## src/rtl/skullfet_pkg.sv

```systemverilog
// Shared types, vector constants and expected-value functions for the SkullFET cell tester.
package skullfet_pkg;

  typedef enum logic [1:0] {
    ST_IDLE   = 2'd0,
    ST_SETTLE = 2'd1,
    ST_CHECK  = 2'd2,
    ST_DONE   = 2'd3
  } state_t;

  localparam int VEC_W = 3;
  localparam logic [VEC_W-1:0] VEC_LAST = 3'd7;

  // vec is ordered {inv_a, nand_a, nand_b}
  function automatic logic exp_inv(input logic [VEC_W-1:0] vec);
    return ~vec[2];
  endfunction

  function automatic logic exp_nand(input logic [VEC_W-1:0] vec);
    return ~(vec[1] & vec[0]);
  endfunction

endpackage

```

## src/rtl/skullfet_sync2.sv

```systemverilog
// Two-flop synchronizer for one asynchronous cell output; resets to 0.
module skullfet_sync2 (
  input  logic clk,
  input  logic rst,
  input  logic d,
  output logic q
);

  logic meta;

  always_ff @(posedge clk or posedge rst) begin
    if (rst) begin
      meta <= 1'b0;
      q    <= 1'b0;
    end else begin
      meta <= d;
      q    <= meta;
    end
  end

endmodule

```

## src/rtl/skullfet_tester.sv

```systemverilog
// Functional tester for the SkullFET inverter and NAND cells: steps all 8 input vectors,
// checks synchronized outputs and counts mismatches. Optional first-failure capture: SKULLFET_TESTER_CAPTURE_EN.
module skullfet_tester
  import skullfet_pkg::*;
#(
  parameter int SETTLE_CYCLES = 16,
  parameter int ERR_W         = 5
) (
  input  logic             wb_clk_i,
  input  logic             wb_rst_i,
  input  logic             start_i,
  input  logic             abort_i,
  output logic             inv_a_o,
  output logic             nand_a_o,
  output logic             nand_b_o,
  input  logic             inv_y_i,
  input  logic             nand_y_i,
  output logic             busy_o,
  output logic             done_o,
  output logic             pass_o,
  output logic [ERR_W-1:0] err_cnt_o,
  output logic [2:0]       fail_vec_o,
  output logic             fail_valid_o,
  output logic [1:0]       dbg_state_o
);

  // Run handshake: a start_i seen in IDLE or DONE (without abort_i) launches a run; busy_o
  // stays high until done_o rises, and done_o/pass_o/err_cnt_o then hold until start or abort.

  localparam int CNT_W = (SETTLE_CYCLES > 1) ? $clog2(SETTLE_CYCLES) : 1;
  localparam logic [CNT_W-1:0] CNT_LAST = CNT_W'(SETTLE_CYCLES - 1);
  localparam logic [ERR_W-1:0] ERR_MAX  = '1;

  state_t             state_q, state_d;
  logic [VEC_W-1:0]   vec_q, vec_d;
  logic [VEC_W-1:0]   drive_q, drive_d;
  logic [CNT_W-1:0]   cnt_q, cnt_d;
  logic [ERR_W-1:0]   err_q, err_d;
  logic [ERR_W:0]     err_sum;
  logic               inv_s, nand_s;
  logic               inv_mis, nand_mis;
  logic               start_run;

  skullfet_sync2 u_sync_inv (
    .clk (wb_clk_i),
    .rst (wb_rst_i),
    .d   (inv_y_i),
    .q   (inv_s)
  );

  skullfet_sync2 u_sync_nand (
    .clk (wb_clk_i),
    .rst (wb_rst_i),
    .d   (nand_y_i),
    .q   (nand_s)
  );

  assign inv_mis  = (state_q == ST_CHECK) && (inv_s  != exp_inv(vec_q));
  assign nand_mis = (state_q == ST_CHECK) && (nand_s != exp_nand(vec_q));
  assign err_sum  = {1'b0, err_q} + {{ERR_W{1'b0}}, inv_mis} + {{ERR_W{1'b0}}, nand_mis};

  always_comb begin
    state_d   = state_q;
    vec_d     = vec_q;
    cnt_d     = cnt_q;
    err_d     = err_q;
    start_run = 1'b0;
    if (abort_i) begin
      state_d = ST_IDLE;
      vec_d   = '0;
      cnt_d   = '0;
    end else begin
      case (state_q)
        ST_IDLE, ST_DONE: begin
          if (start_i) begin
            state_d   = ST_SETTLE;
            vec_d     = '0;
            cnt_d     = '0;
            err_d     = '0;
            start_run = 1'b1;
          end
        end
        ST_SETTLE: begin
          if (cnt_q == CNT_LAST) begin
            state_d = ST_CHECK;
            cnt_d   = '0;
          end else begin
            cnt_d = cnt_q + CNT_W'(1);
          end
        end
        ST_CHECK: begin
          err_d = err_sum[ERR_W] ? ERR_MAX : err_sum[ERR_W-1:0];
          if (vec_q == VEC_LAST) begin
            state_d = ST_DONE;
            vec_d   = '0;
          end else begin
            state_d = ST_SETTLE;
            vec_d   = vec_q + VEC_W'(1);
          end
        end
        default: state_d = ST_IDLE;
      endcase
    end
  end

  // Cell inputs come from a register loaded from next-state values, so they only move on SETTLE entry.
  always_comb begin
    drive_d = '0;
    if (state_d == ST_SETTLE || state_d == ST_CHECK)
      drive_d = vec_d;
  end

  always_ff @(posedge wb_clk_i or posedge wb_rst_i) begin
    if (wb_rst_i) begin
      state_q <= ST_IDLE;
      vec_q   <= '0;
      drive_q <= '0;
      cnt_q   <= '0;
      err_q   <= '0;
    end else begin
      state_q <= state_d;
      vec_q   <= vec_d;
      drive_q <= drive_d;
      cnt_q   <= cnt_d;
      err_q   <= err_d;
    end
  end

`ifdef SKULLFET_TESTER_CAPTURE_EN
  logic [VEC_W-1:0] fail_vec_q;
  logic             fail_valid_q;

  always_ff @(posedge wb_clk_i or posedge wb_rst_i) begin
    if (wb_rst_i) begin
      fail_vec_q   <= '0;
      fail_valid_q <= 1'b0;
    end else if (start_run) begin
      fail_vec_q   <= '0;
      fail_valid_q <= 1'b0;
    end else if (!abort_i && !fail_valid_q && (inv_mis || nand_mis)) begin
      fail_vec_q   <= vec_q;
      fail_valid_q <= 1'b1;
    end
  end

  assign fail_vec_o   = fail_vec_q;
  assign fail_valid_o = fail_valid_q;
`else
  assign fail_vec_o   = 3'b000;
  assign fail_valid_o = 1'b0;
`endif

  assign inv_a_o     = drive_q[2];
  assign nand_a_o    = drive_q[1];
  assign nand_b_o    = drive_q[0];
  assign busy_o      = (state_q == ST_SETTLE) || (state_q == ST_CHECK);
  assign done_o      = (state_q == ST_DONE);
  assign pass_o      = done_o && (err_q == '0);
  assign err_cnt_o   = err_q;
  assign dbg_state_o = state_q;

endmodule

```

## config.mk

```make
export PLATFORM = sky130hd
export DESIGN_NAME = skullfet_tester
export DESIGN_NICKNAME = d
export VERILOG_FILES = /design/src/rtl/skullfet_pkg.sv /design/src/rtl/skullfet_sync2.sv /design/src/rtl/skullfet_tester.sv
export SDC_FILE = /design/constraint.sdc
export NUM_CORES = 1
export LEC_CHECK = 0
export ABC_AREA = 1
export BUFFER_PORTS_ARGS = -buffer_cell sky130_fd_sc_hd__buf_2
export CAP_MARGIN = 15
export CORE_UTILIZATION = 58
export DETAILED_ROUTE_END_ITERATION = 10
export PLACE_DENSITY = 0.83
export SETUP_SLACK_MARGIN = 0.05
export SLEW_MARGIN = 10
export SYNTH_ARGS = -nofsm -noshare
export SYNTH_HDL_FRONTEND = slang
export SYNTH_SLANG_ARGS = --single-unit
```

## constraint.sdc

```tcl
create_clock -name wb_clk_i -period 5 [get_ports wb_clk_i]
set_clock_uncertainty 0.2 [all_clocks]
set_input_delay 1 -clock wb_clk_i [delete_from_list [all_inputs] [get_ports wb_clk_i]]
set_output_delay 1 -clock wb_clk_i [all_outputs]
set_load 0.01 [all_outputs]
```

# ---- Yosys cells after proc, flatten, opt, wreduce, memory -nomap -nowiden
# Index checks and enable logic that the tools add are counted.
dict set report totals {
  input_bits 6
  elab_cells 57
  output_inout_bits 17
  reg_bits 21
}
dict set report op_classes {
  n_bitwise 4
  n_eq_ne 11
  reduce_logical 12
  n_addsub 4
  muxes 17
}
# operator n
set ops {}
lappend ops {{2-to-1 mux 3 bit} 4}
lappend ops {{2-to-1 mux 4 bit} 3}
lappend ops {{2-to-1 mux 5 bit} 2}
lappend ops {{case mux 5 bit (2 select lines)} 1}
lappend ops {{2-to-1 mux 2 bit} 4}
lappend ops {{case mux 4 bit (2 select lines)} 1}
lappend ops {{adder 5 x 1 -> 6 bit} 1}
lappend ops {{adder 6 x 1 -> 6 bit} 1}
lappend ops {{== test 2 bit, second input constant} 3}
lappend ops {{case mux 2 bit (3 select lines)} 1}
lappend ops {{case mux 3 bit (2 select lines)} 1}
lappend ops {{logical NOT 5 bit} 1}
lappend ops {{adder 4 x 1 -> 4 bit, second input constant} 1}
lappend ops {{== test 2 x 1 -> 1 bit, second input constant} 2}
lappend ops {{== test 4 bit, second input constant} 1}
lappend ops {{adder 3 x 1 -> 3 bit, second input constant} 1}
lappend ops {{== test 3 bit, second input constant} 1}
lappend ops {{logical AND 1 bit} 3}
lappend ops {{!= test 3 bit, second input constant} 1}
lappend ops {{inverter 1 bit} 3}
lappend ops {{AND reduction 3 bit} 1}
lappend ops {{nonzero test 3 bit} 1}
lappend ops {{logical NOT 2 bit} 1}
lappend ops {{logical OR 1 bit} 2}
lappend ops {{6 further kinds} 7}

# ---- Depth between registers and ports, before layout
# Gate-level depths: netlist of the first run.
dict set report logic_depth {
  ltp_word 7
  depth_mapped 11
  depth_no_buf 11
}

# ---- Hierarchy
# A second synthesis of the first run with hierarchy kept.
dict set report hier_totals {
  cells_unflattened 137
  hier_area_um2 1178.6
}
# mod seq_area_each_um2 instances area_per_inst_um2 cells_per_inst
set modules_own_cells {}
lappend modules_own_cells {skullfet_tester 425.4 1 1071.0 131}
lappend modules_own_cells {skullfet_sync2 50.0 2 53.8 3}

# ---- Worst setup path before layout of the first run
# No wires, ideal clock.
dict set report synth_timing {
  path_type {flip-flop to output port}
  from {register state_q[0] (netlist: dbg_state_o[0])}
  to {output port pass_o}
  t_arrival_ns 1.035
  slack_ns 2.765
  path_stages_with_launch 4
  path_buffers 0
  required_time_ns 3.800
  cell_sequence {dfrtp_1 > ha_1 > nand4_1 > nor3_1}
}
dict set report synth_between {
  elab_chain_len 2
}
# element line_no
set synth_rtl {}
lappend synth_rtl {{from (decl)} skullfet_tester.sv:34} ;# state_t state_q, state_d;
lappend synth_rtl {{from (signal assigned)} skullfet_tester.sv:121} ;# state_q <= state_d;
lappend synth_rtl {{== test 2 bit} skullfet_tester.sv:157} ;# assign done_o = (state_q == ST_DONE);
lappend synth_rtl {{via done_o} skullfet_tester.sv:19} ;# output logic done_o,
lappend synth_rtl {{logical AND 1 bit} skullfet_tester.sv:158} ;# assign pass_o = done_o && (err_q == '0);
lappend synth_rtl {{to (decl)} skullfet_tester.sv:20} ;# output logic pass_o,
# The timed path passes the listed nets, and every way through them passes these cells.

# ---- Final worst setup path of the first run
dict set report layout_timing {
  from {register state_q[0] (netlist: dbg_state_o[0])}
  to {output port busy_o}
}
dict set report layout_between {
  elab_chain_len 2
  word_cells_on_any_way 3
  classes_between {eq/ne (2); reduce/logical (1)}
}
# element line_no
set layout_rtl {}
lappend layout_rtl {{== test 2 x 1 -> 1 bit / == test 2 bit (equally long branches)} skullfet_tester.sv:156} ;# assign busy_o = (state_q == ST_SETTLE) || (state_q == ST_CHECK);
lappend layout_rtl {{logical OR 1 bit (*)} skullfet_tester.sv:156}
lappend layout_rtl {{to (decl)} skullfet_tester.sv:18} ;# output logic busy_o,
# Every way passes the cells marked *; elsewhere a longest branch is shown, timed or not.

==> results of run 1 <==
## how the worst max path moves through the flow
| stage | from | endpoint | slack, ps | depth (start not counted) |
|---|---|---|---|---|
| floorplan | dbg_state_o[0] | pass_o | 2770 | 3 |
| global placement | dbg_state_o[0] | err_cnt_o[4] | 2710 | 11 |
| detailed placement | dbg_state_o[0] | err_cnt_o[4] | 2600 | 11 |
| CTS | dbg_state_o[0] | busy_o | 2340 | 4 |
| global route | dbg_state_o[0] | busy_o | 2240 | 4 |
| finish | dbg_state_o[0] | busy_o | 2340 | 4 |
## power breakdown
part / leakage, nW / internal (mW) / switching, mW / total [mW]
registers: 0.282 / 0.185 / 0.0146 / 0.199
logic: 0.409 / 0.0620 / 0.121 / 0.183
clock network: 0.0177 / 0.0299 / 0.0512 / 0.0811
## layout make-up
class                      instances  share of cell area [%]
multi-input combinational         89                   41.18
clock buffer                       3                   1.716
inverter                          26                   7.436
timing repair buffer              18                   6.864
sequential                        21                   40.04
tap                               25                   2.383
clock inverter                     1                  0.3813
## per-layer routing
layer	wire, µm	track usage [%]	part of all wire [%]
met3	86	2.692	4.2
met5	0	0	0
met1	934	27.87	46
met2	985	37.50	48
met4	36	12.00	1.8
## worst max-delay path, stage by stage, from the launching register on
cell and delay (ps):
dfrtp_1 440, inv_1 90, ha_1 350, inv_2 130, buf_2 150
## registers in the layout, summed over array words and instances, names as in the netlist
| name | count |
|---|---|
| u_sync_inv.q | 1 |
| dbg_state_o | 2 |
| cnt_q | 4 |
| u_sync_nand.q | 1 |
| err_cnt_o | 5 |
| u_sync_nand.meta | 1 |
| u_sync_inv.meta | 1 |
| drive_q | 3 |
| vec_q | 3 |
## cell families after synthesis
group,count (synthesis)
other,1
AND/OR/NAND/NOR,56
adder cells (fa/ha/maj),8
multiplexers,1
XOR/XNOR,3
AO/OA/AOI/OAI,17
buffers and inverters,30
flip-flops,21
## stage by stage
| stage | power, mW | utilization, % |
|---|---|---|
| 2_1_floorplan | 0.3460 | - |
| 3_3_place_gp | 0.3793 | 70.58 |
| 3_5_place_dp | 0.3859 | 70.58 |
| 4_1_cts | 0.4649 | 72.10 |
| 5_1_grt | 0.4966 | 72.10 |
| 6_report | 0.4635 | 72.10 |
## cell usage in the layout, fill, tap and decap left out, types with 3 or more instances in the layout
master / Yosys / layout
a21oi_1: 4 / 4
buf_2: 0 / 18
clkbuf_4: 0 / 3
conb_1: 1 / 4
dfrtp_1: 21 / 21
ha_1: 7 / 7
inv_1: 23 / 23
inv_2: 3 / 3
nand2_1: 25 / 25
nand2_2: 3 / 3
nand3_1: 12 / 12
nor2_1: 5 / 5
nor2_4: 3 / 3
nor3_1: 3 / 3
o21ai_0: 6 / 6
o22ai_1: 3 / 3
==> out/results.txt, run 1 <==
post-DR vias/cell = 5.093
post-place setup slack = 2602 ps
status = complete, no violations
mux cell area share after synthesis = 0.8466%
post-route cell area = 1313 µm²
die area = 2223 µm²
FF+latch count, synth = 21
Vias = 932
leakage = 0.7080 nW
Cells after DPL = 179
DRC viols = 0
crit path kind = reg2out
RR Startpoint = dbg_state_o[0]
largest net degree at the start of global routing = 22
worst hold start = u_sync_inv.meta
TritonCTS clock tree = yes
Ports = 23
most frequent cell after synthesis = nand2_1
DIE HEIGHT = 47.15 µm
final worst setup slack = 2344 ps
DP Area = 1285 µm²
DR pass1 iterations = 4
post-synthesis compound-gate area fraction = 8.148%
site row count = 15
Final Max Tran Viols = 0
Adder-Cell Fraction of Synth Area = 9.101%
final period utilization = 53.12%
post-detail-place hpwl = 1617 µm
Post-CTS Setup Bufs = 0
largest cells by area after synthesis = dfrtp_1, nand2_1, ha_1
Setup TNS Final = 0 ps
CP Capture Type = output pin
H-tree Lvls = 1
synth unique cells = 26
Worst VDD drop = 0.2599 mV
Hold EP = u_sync_inv.q
NumNets Final = 173
biggest area consumer among synthesized cells = dfrtp_1
Tmin final = 2656 ps
Sequential Area = 525.5 µm²
GRT Overall Usage = 22.27%
Post-Syn Area per Cell = 8.631 µm²
Fill cells = 144
DRT iter0 DRCs = 23
WHS = 163.7 ps
diode count = 0
worst r2r path cells = 11
required time worst endpoint = 3800 ps
vias in the first global route = 840
Die X = 47.15 µm
count of input and output buffers = 18
Synth top cells by count = nand2_1, inv_1, dfrtp_1
share of cells above drive strength 1 = 22.15%
startpoint types = flop
Starting Density = 64.95%
Synth top area share = 44.44%
gpl congestion = 0.8411
xor/xnor cell area share of the yosys netlist = 2.222%
Core Box Area = 1821 µm²
final hold vios = 0
path type of the worst min-delay path = reg2reg
PwrDens = 353.1 nW/µm²
area grow syn2layout = 11.01%
TritonCTS Sinks = 21
Post-CTS Hold Buffers = 0
Worst-Margin Slew = 780.0 ps
drt total wl = 2043 µm
Synth Area in Simple Gates = 24.13%
Max Freq = 376.5 MHz
largest family of logic cells by synthesized area = simple AND/OR/NAND/NOR gates
Worst-Skew Late Latency = 300 ps
Non-Filler Instances = 183
top_reg_cell synth = dfrtp_1
Rel. slew slack = 47.94%
synth warn = 0
Final Setup Violations = 0
Seq/Total Area, Yosys = 44.44%
unrepaired setup endpoints after global routing = false
cts repair resizes = 0
worst r2r dst = err_cnt_o[4]
root buf cell = clkbuf_4
Clock Path Buffers = 2
Gate Count Post-Synth = 137
Clock Pin Slew Worst Setup and Hold Paths = 110 ps
hold path depth = 0
multi-input logic area = 540.5 µm²
Max-cap violations = 0
global route overflow = 0
FF-to-FF setup slack = 2600 ps
Post-Syn Area = 1182 µm²
routed len/inst = 11.16 µm
TritonCTS buffer count = 3
Worst Path Max Fanout = 5
initial antenna violation count = 0
crit path DAT = 1460 ps
FFs w/ async S/R, synth = 100.0%
Antenna Violating Nets Remaining = 0
wire length of the first global-routing pass = 3415 µm
Post-synth EDFFs = 0
No activity file was read; power rests on OpenSTA's default activity.
==> run 2: changes to the inputs <==
--- a/config.mk
+++ b/config.mk
@@ -5,12 +5,12 @@
 export SDC_FILE = /design/constraint.sdc
 export NUM_CORES = 1
 export LEC_CHECK = 0
-export ABC_AREA = 1
+export ABC_AREA = 0
 export BUFFER_PORTS_ARGS = -buffer_cell sky130_fd_sc_hd__buf_2
 export CAP_MARGIN = 15
-export CORE_UTILIZATION = 58
+export CORE_UTILIZATION = 48
 export DETAILED_ROUTE_END_ITERATION = 10
-export PLACE_DENSITY = 0.83
+export PLACE_DENSITY = 0.74
 export SETUP_SLACK_MARGIN = 0.05
 export SLEW_MARGIN = 10
 export SYNTH_ARGS = -nofsm -noshare
==> constraint.sdc (replaced) <==
create_clock -name wb_clk_i -period 2.2 [get_ports wb_clk_i]
set_clock_uncertainty 0.2 [all_clocks]
set_input_delay 0.44 -clock wb_clk_i [delete_from_list [all_inputs] [get_ports wb_clk_i]]
set_output_delay 0.44 -clock wb_clk_i [all_outputs]
set_load 0.01 [all_outputs]
==> run 2 against run 1 <==
Final area is 12% higher; via count up 6.8%; largest cell class unchanged; non-clock buffer count increased by 10; clock power rose by 140%; synthesized cell count shrank 10%; hold slack got worse by 140 ps; total power grew 55%; the run now ends with negative setup slack left.
==> out/results.txt, run 2 <==
GRT Overall Usage = 21.53% (-0.74 points)
root buf cell = clkbuf_4
met3 GRT Util = 2.924% (+0.23 points)
count of input and output buffers = 18 (unchanged)
Gate Count Post-Synth = 123 (-10%)
gpl congestion = 0.8497 (+1.0%)
Seq/Total Area, Yosys = 44.35% (-0.094 points)
Max Freq = 447.3 MHz
DIE HEIGHT = 51.69 µm (+9.6%)
required time worst endpoint = 1560 ps (-2240 ps)
DP Area = 1304 µm² (+1.5%)
Post-Syn Area = 1185 µm² (+0.21%)
PwrDens = 487.2 nW/µm² (+38%)
DRT iter0 DRCs = 26 (+13%)
Layout Utilization = 64.82% (-7.3 points)
Ports = 23 (unchanged)
path type of the worst min-delay path = in2reg
crit path DAT = 1600 ps (+140 ps)
final hold vios = 0 (unchanged)
DRC viols = 0 (unchanged)
Final Max Tran Viols = 0 (unchanged)
initial antenna violation count = 0 (unchanged)
Global Route met2 Usage = 36.58% (-0.92 points)
Vias = 995 (+6.8%)
Worst-Skew Late Latency = 310 ps (about the same)
commonest non-fill, non-tap cells in the layout = dfrtp_1, buf_2, nand2_1
Final Setup Violations = 1 (+1)
CP Capture Type = output pin
post-DR vias/cell = 5.559 (+9.1%)
top_reg_cell synth = dfrtp_1
failing checks = negative setup slack
Clock Pin Slew Worst Setup and Hold Paths = 120 ps (about the same)
post-detail-place hpwl = 1743 µm (+7.8%)
Worst VDD drop = 0.4353 mV (+68%)
share of cells above drive strength 1 = 37.09% (+15 points)
wire length of the first global-routing pass = 4236 µm (+24%)
met1 Use GR = 26.98% (-0.89 points)
diode count = 0 (unchanged)
synth unique cells = 43 (+65%)
Post-synth EDFFs = 0 (unchanged)
routed len/inst = 14.02 µm (+26%)
Die X = 51.69 µm (+9.6%)
leakage = 0.7164 nW (+1.2%)
largest net degree at the start of global routing = 13 (-41%)
Synth top area share = 44.35% (-0.094 points)
Tmin final = 2236 ps
Starting Density = 52.06% (-13 points)
H-tree Lvls = 1 (unchanged)
Antenna Violating Nets Remaining = 0 (unchanged)
Synth top cells by count = dfrtp_1, nand2_1, a21oi_1, inv_1
NumNets Final = 166 (-4.0%)
global route overflow = 0 (unchanged)
vias in the first global route = 948 (+13%)
post-route cell area = 1475 µm² (+12%)
final period utilization = 101.6%
Clock Path Buffers = 2 (unchanged)
final worst setup slack = -35.58 ps (-2380 ps)
TritonCTS Sinks = 21 (unchanged)
startpoint types = flop
site row count = 17 (+2)
TritonCTS buffer count = 3 (unchanged)
Post-Syn Area per Cell = 9.633 µm² (+12%)
unrepaired setup endpoints after global routing = true
die area = 2671 µm² (+20%)
Max-cap violations = 0 (unchanged)
most frequent cell after synthesis = dfrtp_1
status = finished, violations left
crit path kind = reg2out
TritonCTS clock tree = yes
GRT busiest layer = met2
biggest area consumer among synthesized cells = dfrtp_1
number of flip-flops in the largest register = 5 (unchanged)
Core Box Area = 2276 µm² (+25%)
drt total wl = 2509 µm (+23%)
FF+latch count, synth = 21 (unchanged)
Worst Path Max Fanout = 3 (-2)
FFs w/ async S/R, synth = 100.0% (unchanged)
DR pass1 iterations = 4 (unchanged)
area grow syn2layout = 24.50%
synth warn = 0 (unchanged)
largest cells by area after synthesis = dfrtp_1, ha_1, a21oi_1
==> run 2: cell count changes after synthesis, moves of 3 or more <==
cell / previous run / this run
a21oi_1: 4 / 9
and2_1: 0 / 4
inv_1: 23 / 9
nand2_1: 25 / 10
nand2_2: 3 / 0
nand2b_1: 0 / 5
nand3_1: 12 / 7
nor2_4: 3 / 0
==> run 2: metrics by stage <==
stage / setup WS (ps) / hold WS, ps / setup TNS (ps) / power [mW] / cells
6_report: -35.58 / 23.98 / -35.58 / 0.7187 / 179
5_1_grt: -120.6 / 15.85 / -290.1 / 0.7484 / 179
4_1_cts: -36.72 / 24.96 / -36.72 / 0.7090 / 176
3_5_place_dp: -23.38 / 135.5 / -28.94 / 0.5074 / 168
3_3_place_gp: 74.68 / 132.2 / 0 / 0.5041 / 168
2_1_floorplan: 81.30 / 131.2 / 0 / 0.4883 / 126
==> run 2: logic make-up after synthesis <==
family | count (synthesis) | synth area share, %
multiplexers | 2 | 1.795
flip-flops | 21 | 44.35
XOR/XNOR | 2 | 1.479
AO/OA/AOI/OAI | 27 | 14.89
other | 1 | 0.3165
adder cells (fa/ha/maj) | 8 | 9.081
buffers and inverters | 17 | 7.391
AND/OR/NAND/NOR | 45 | 20.70
==> run 2: critical path, cell delays in order (launching register included) <==
cell	delay [ps]
dfrtp_2	440
ha_4	150
or4b_4	450
nor3_2	110
buf_2	150
==> run 2: power breakdown <==
group / internal, mW / switching, mW
combinational: 0.0528 / 0.0705
clock: 0.0679 / 0.124
sequential: 0.395 / 0.00811
==> run 2: worst paths after layout <==
path,start,endpoint,slack [ps],cells past startpoint
hold / removal,nand_y_i,u_sync_nand.meta,20,1
setup / recovery,dbg_state_o[0],pass_o,-40,4
min in group asynchronous,wb_rst_i,drive_q[1],470,3
setup reg to reg,vec_q[0],err_cnt_o[1],60,9
hold reg to reg,u_sync_inv.meta,u_sync_inv.q,160,0
max in group asynchronous,wb_rst_i,err_cnt_o[3],810,4
==> run 2: per-layer routing <==
metal | part of all wire [%] | vias to the layer above
met5 | 0 | -
met4 | 1.2 | 0
met3 | 3.4 | 4
met2 | 52 | 35
met1 | 44 | 478
li1 | - | 478
==> run 2: cell type report <==
| cell class | count | area (µm²) |
|---|---|---|
| inverters | 10 | 37.54 |
| fillers | 176 | 800.8 |
| clock buffers | 3 | 22.52 |
| repair buffers | 28 | 175.2 |
| well taps | 28 | 35.03 |
| clock inverters | 1 | 5.005 |
| flip-flops and latches | 21 | 529.3 |
| multi-input cells | 88 | 670.6 |
==> run 2: timing repair <==
action	4_1_cts	5_1_grt
buffers inserted	3	3
hold buffers	1	0
endpoints found under the hold margin	11	0
pin swaps	2	10
resized for setup	9	12
endpoints found under the setup margin	6	10
==> run 3: changes to the inputs <==
--- a/config.mk
+++ b/config.mk
@@ -11,8 +11,9 @@
 export CORE_UTILIZATION = 48
 export DETAILED_ROUTE_END_ITERATION = 10
 export PLACE_DENSITY = 0.74
+export REMOVE_ABC_BUFFERS = 1
 export SETUP_SLACK_MARGIN = 0.05
-export SLEW_MARGIN = 10
+export SLEW_MARGIN = 40
 export SYNTH_ARGS = -nofsm -noshare
 export SYNTH_HDL_FRONTEND = slang
 export SYNTH_SLANG_ARGS = --single-unit
==> run 3 against run 2 <==
The flow still finishes with violations (negative setup slack); sequential share of layout area shrank 2.0 points; clock-buffer cell count unchanged; setup slack worse by 44 ps; combinational power is 13% higher; first-iteration DRC count is 3.8% lower; clock power is essentially flat; sequential power about the same; critical path type unchanged; largest cell class unchanged; largest power group unchanged; highest routed layer unchanged.
==> out/results.txt, run 3 (synthesis results as in run 2) <==
status = finished, violations left
failing checks = negative setup slack
post-detail-place hpwl = 1657 µm (-4.9%)
startpoint types = flop
final hold vios = 0 (unchanged)
global route overflow = 0 (unchanged)
Worst-Skew Late Latency = 310 ps (about the same)
post-route cell area = 1551 µm² (+5.2%)
Worst VDD drop = 0.4337 mV (-0.37%)
Die X = 51.69 µm (unchanged)
DIE HEIGHT = 51.69 µm (unchanged)
post-DR vias/cell = 5.414 (-2.6%)
unrepaired setup endpoints after global routing = true
Core Box Area = 2276 µm² (unchanged)
Antenna Violating Nets Remaining = 0 (unchanged)
TritonCTS clock tree = yes
largest net degree at the start of global routing = 22 (+9)
DRT iter0 DRCs = 25 (-3.8%)
Ports = 23 (unchanged)
Fill cells = 174 (-1.1%)
Max-cap violations = 0 (unchanged)
Tmin final = 2280 ps (+44.22 ps)
CP Capture Type = output pin
path type of the worst min-delay path = in2reg
root buf cell = clkbuf_4
share of cells above drive strength 1 = 37.34% (+0.26 points)
initial antenna violation count = 0 (unchanged)
crit path DAT = 1640 ps (+40 ps)
Final Max Tran Viols = 0 (unchanged)
Non-Filler Instances = 186 (+3.9%)
post-place setup slack = -20.28 ps (+3.093 ps)
number of flip-flops in the largest register = 5 (unchanged)
GRT Overall Usage = 21.58% (+0.049 points)
Clock Path Buffers = 2 (unchanged)
Vias = 1007 (+1.2%)
wire length of the first global-routing pass = 4160 µm (-1.8%)
Layout Utilization = 68.17% (+3.4 points)
H-tree Lvls = 1 (unchanged)
Setup TNS Final = -84.02 ps (-48.44 ps)
gpl congestion = 0.8192 (-3.6%)
TritonCTS buffer count = 3 (unchanged)
Final Setup Violations = 2 (+1)
DRC viols = 0 (unchanged)
routed len/inst = 14.80 µm (+5.6%)
Cells after DPL = 171 (+1.8%)
DR pass1 iterations = 4 (unchanged)
diode count = 0 (unchanged)
WHS = 28.25 ps (+4.269 ps)
most common cell after layout, fill and taps aside = dfrtp_1
drt total wl = 2753 µm (+9.7%)
vias in the first global route = 939 (-0.95%)
NumNets Final = 173 (+4.2%)
TritonCTS Sinks = 21 (unchanged)
Worst Path Max Fanout = 3 (unchanged)
site row count = 17 (unchanged)
required time worst endpoint = 1560 ps (about the same)
leakage = 0.7592 nW (+6.0%)
Max Freq = 438.6 MHz (-1.9%)
DP Area = 1316 µm² (+0.96%)
area grow syn2layout = 30.94%
commonest non-fill, non-tap cells in the layout = dfrtp_1, buf_2, buf_4
Starting Density = 52.06% (unchanged)
final worst setup slack = -79.80 ps (-44.22 ps)
count of input and output buffers = 18 (unchanged)
PwrDens = 472.8 nW/µm² (-3.0%)
final period utilization = 103.6% (+2.0 points)
Clock Pin Slew Worst Setup and Hold Paths = 130 ps (about the same)
die area = 2671 µm² (unchanged)
overall power = 0.7335 mW (+2.1%)
crit path kind = reg2out
==> run 3: final cells by class <==
class                   instances  area (µm²)  area share, %
inverters                      10       40.04          2.581
clock buffers                   3       22.52          1.452
well taps                      28       35.03          2.258
flip-flops and latches         21       525.5          33.87
repair buffers                 35       256.5          16.53
multi-input cells              88       666.9          42.98
clock inverters                 1       5.005         0.3226
==> run 3: worst paths after layout <==
path                            cells past startpoint       startpoint  slack (ps)         endpoint
min in group asynchronous                           4         wb_rst_i         480     err_cnt_o[1]
max in group asynchronous                           4         wb_rst_i        1100     u_sync_inv.q
worst max register to register                     10         vec_q[1]           0     err_cnt_o[1]
worst min-delay path                                1          inv_y_i          30  u_sync_inv.meta
worst max-delay path                                4   dbg_state_o[0]         -80           pass_o
worst min register to register                      0  u_sync_inv.meta         170     u_sync_inv.q
==> run 3: power breakdown <==
group	internal, mW	leakage (nW)	switching (mW)	total, mW
logic	0.0606	0.459	0.0780	0.139
registers	0.394	0.282	0.00648	0.401
clock network	0.0678	0.0177	0.126	0.194
total	0.523	0.759	0.211	0.734
==> run 3: metal layers <==
metal  part of all wire [%]  vias up  global-route usage [%]
met2                     52       33                   36.58
met1                     44      478                   26.93
li1                       -      492                       -
met3                    3.3        4                   3.801
met4                    1.1        0                   9.009
met5                      0        -                       0
==> run 3: timing repair <==
action,CTS,global route
setup endpoints to repair,8,10
setup buffers,3,6
cloned,0,1
gates resized for setup,7,21
hold buffers,1,0
hold endpoints to repair,21,0
pin swaps,1,14
==> run 3: worst max-delay path, cell delays in order (launching register included) <==
cell and delay [ps]:
dfrtp_1 420, ha_2 210, or4b_1 430, nor3_1 120, buf_2 150
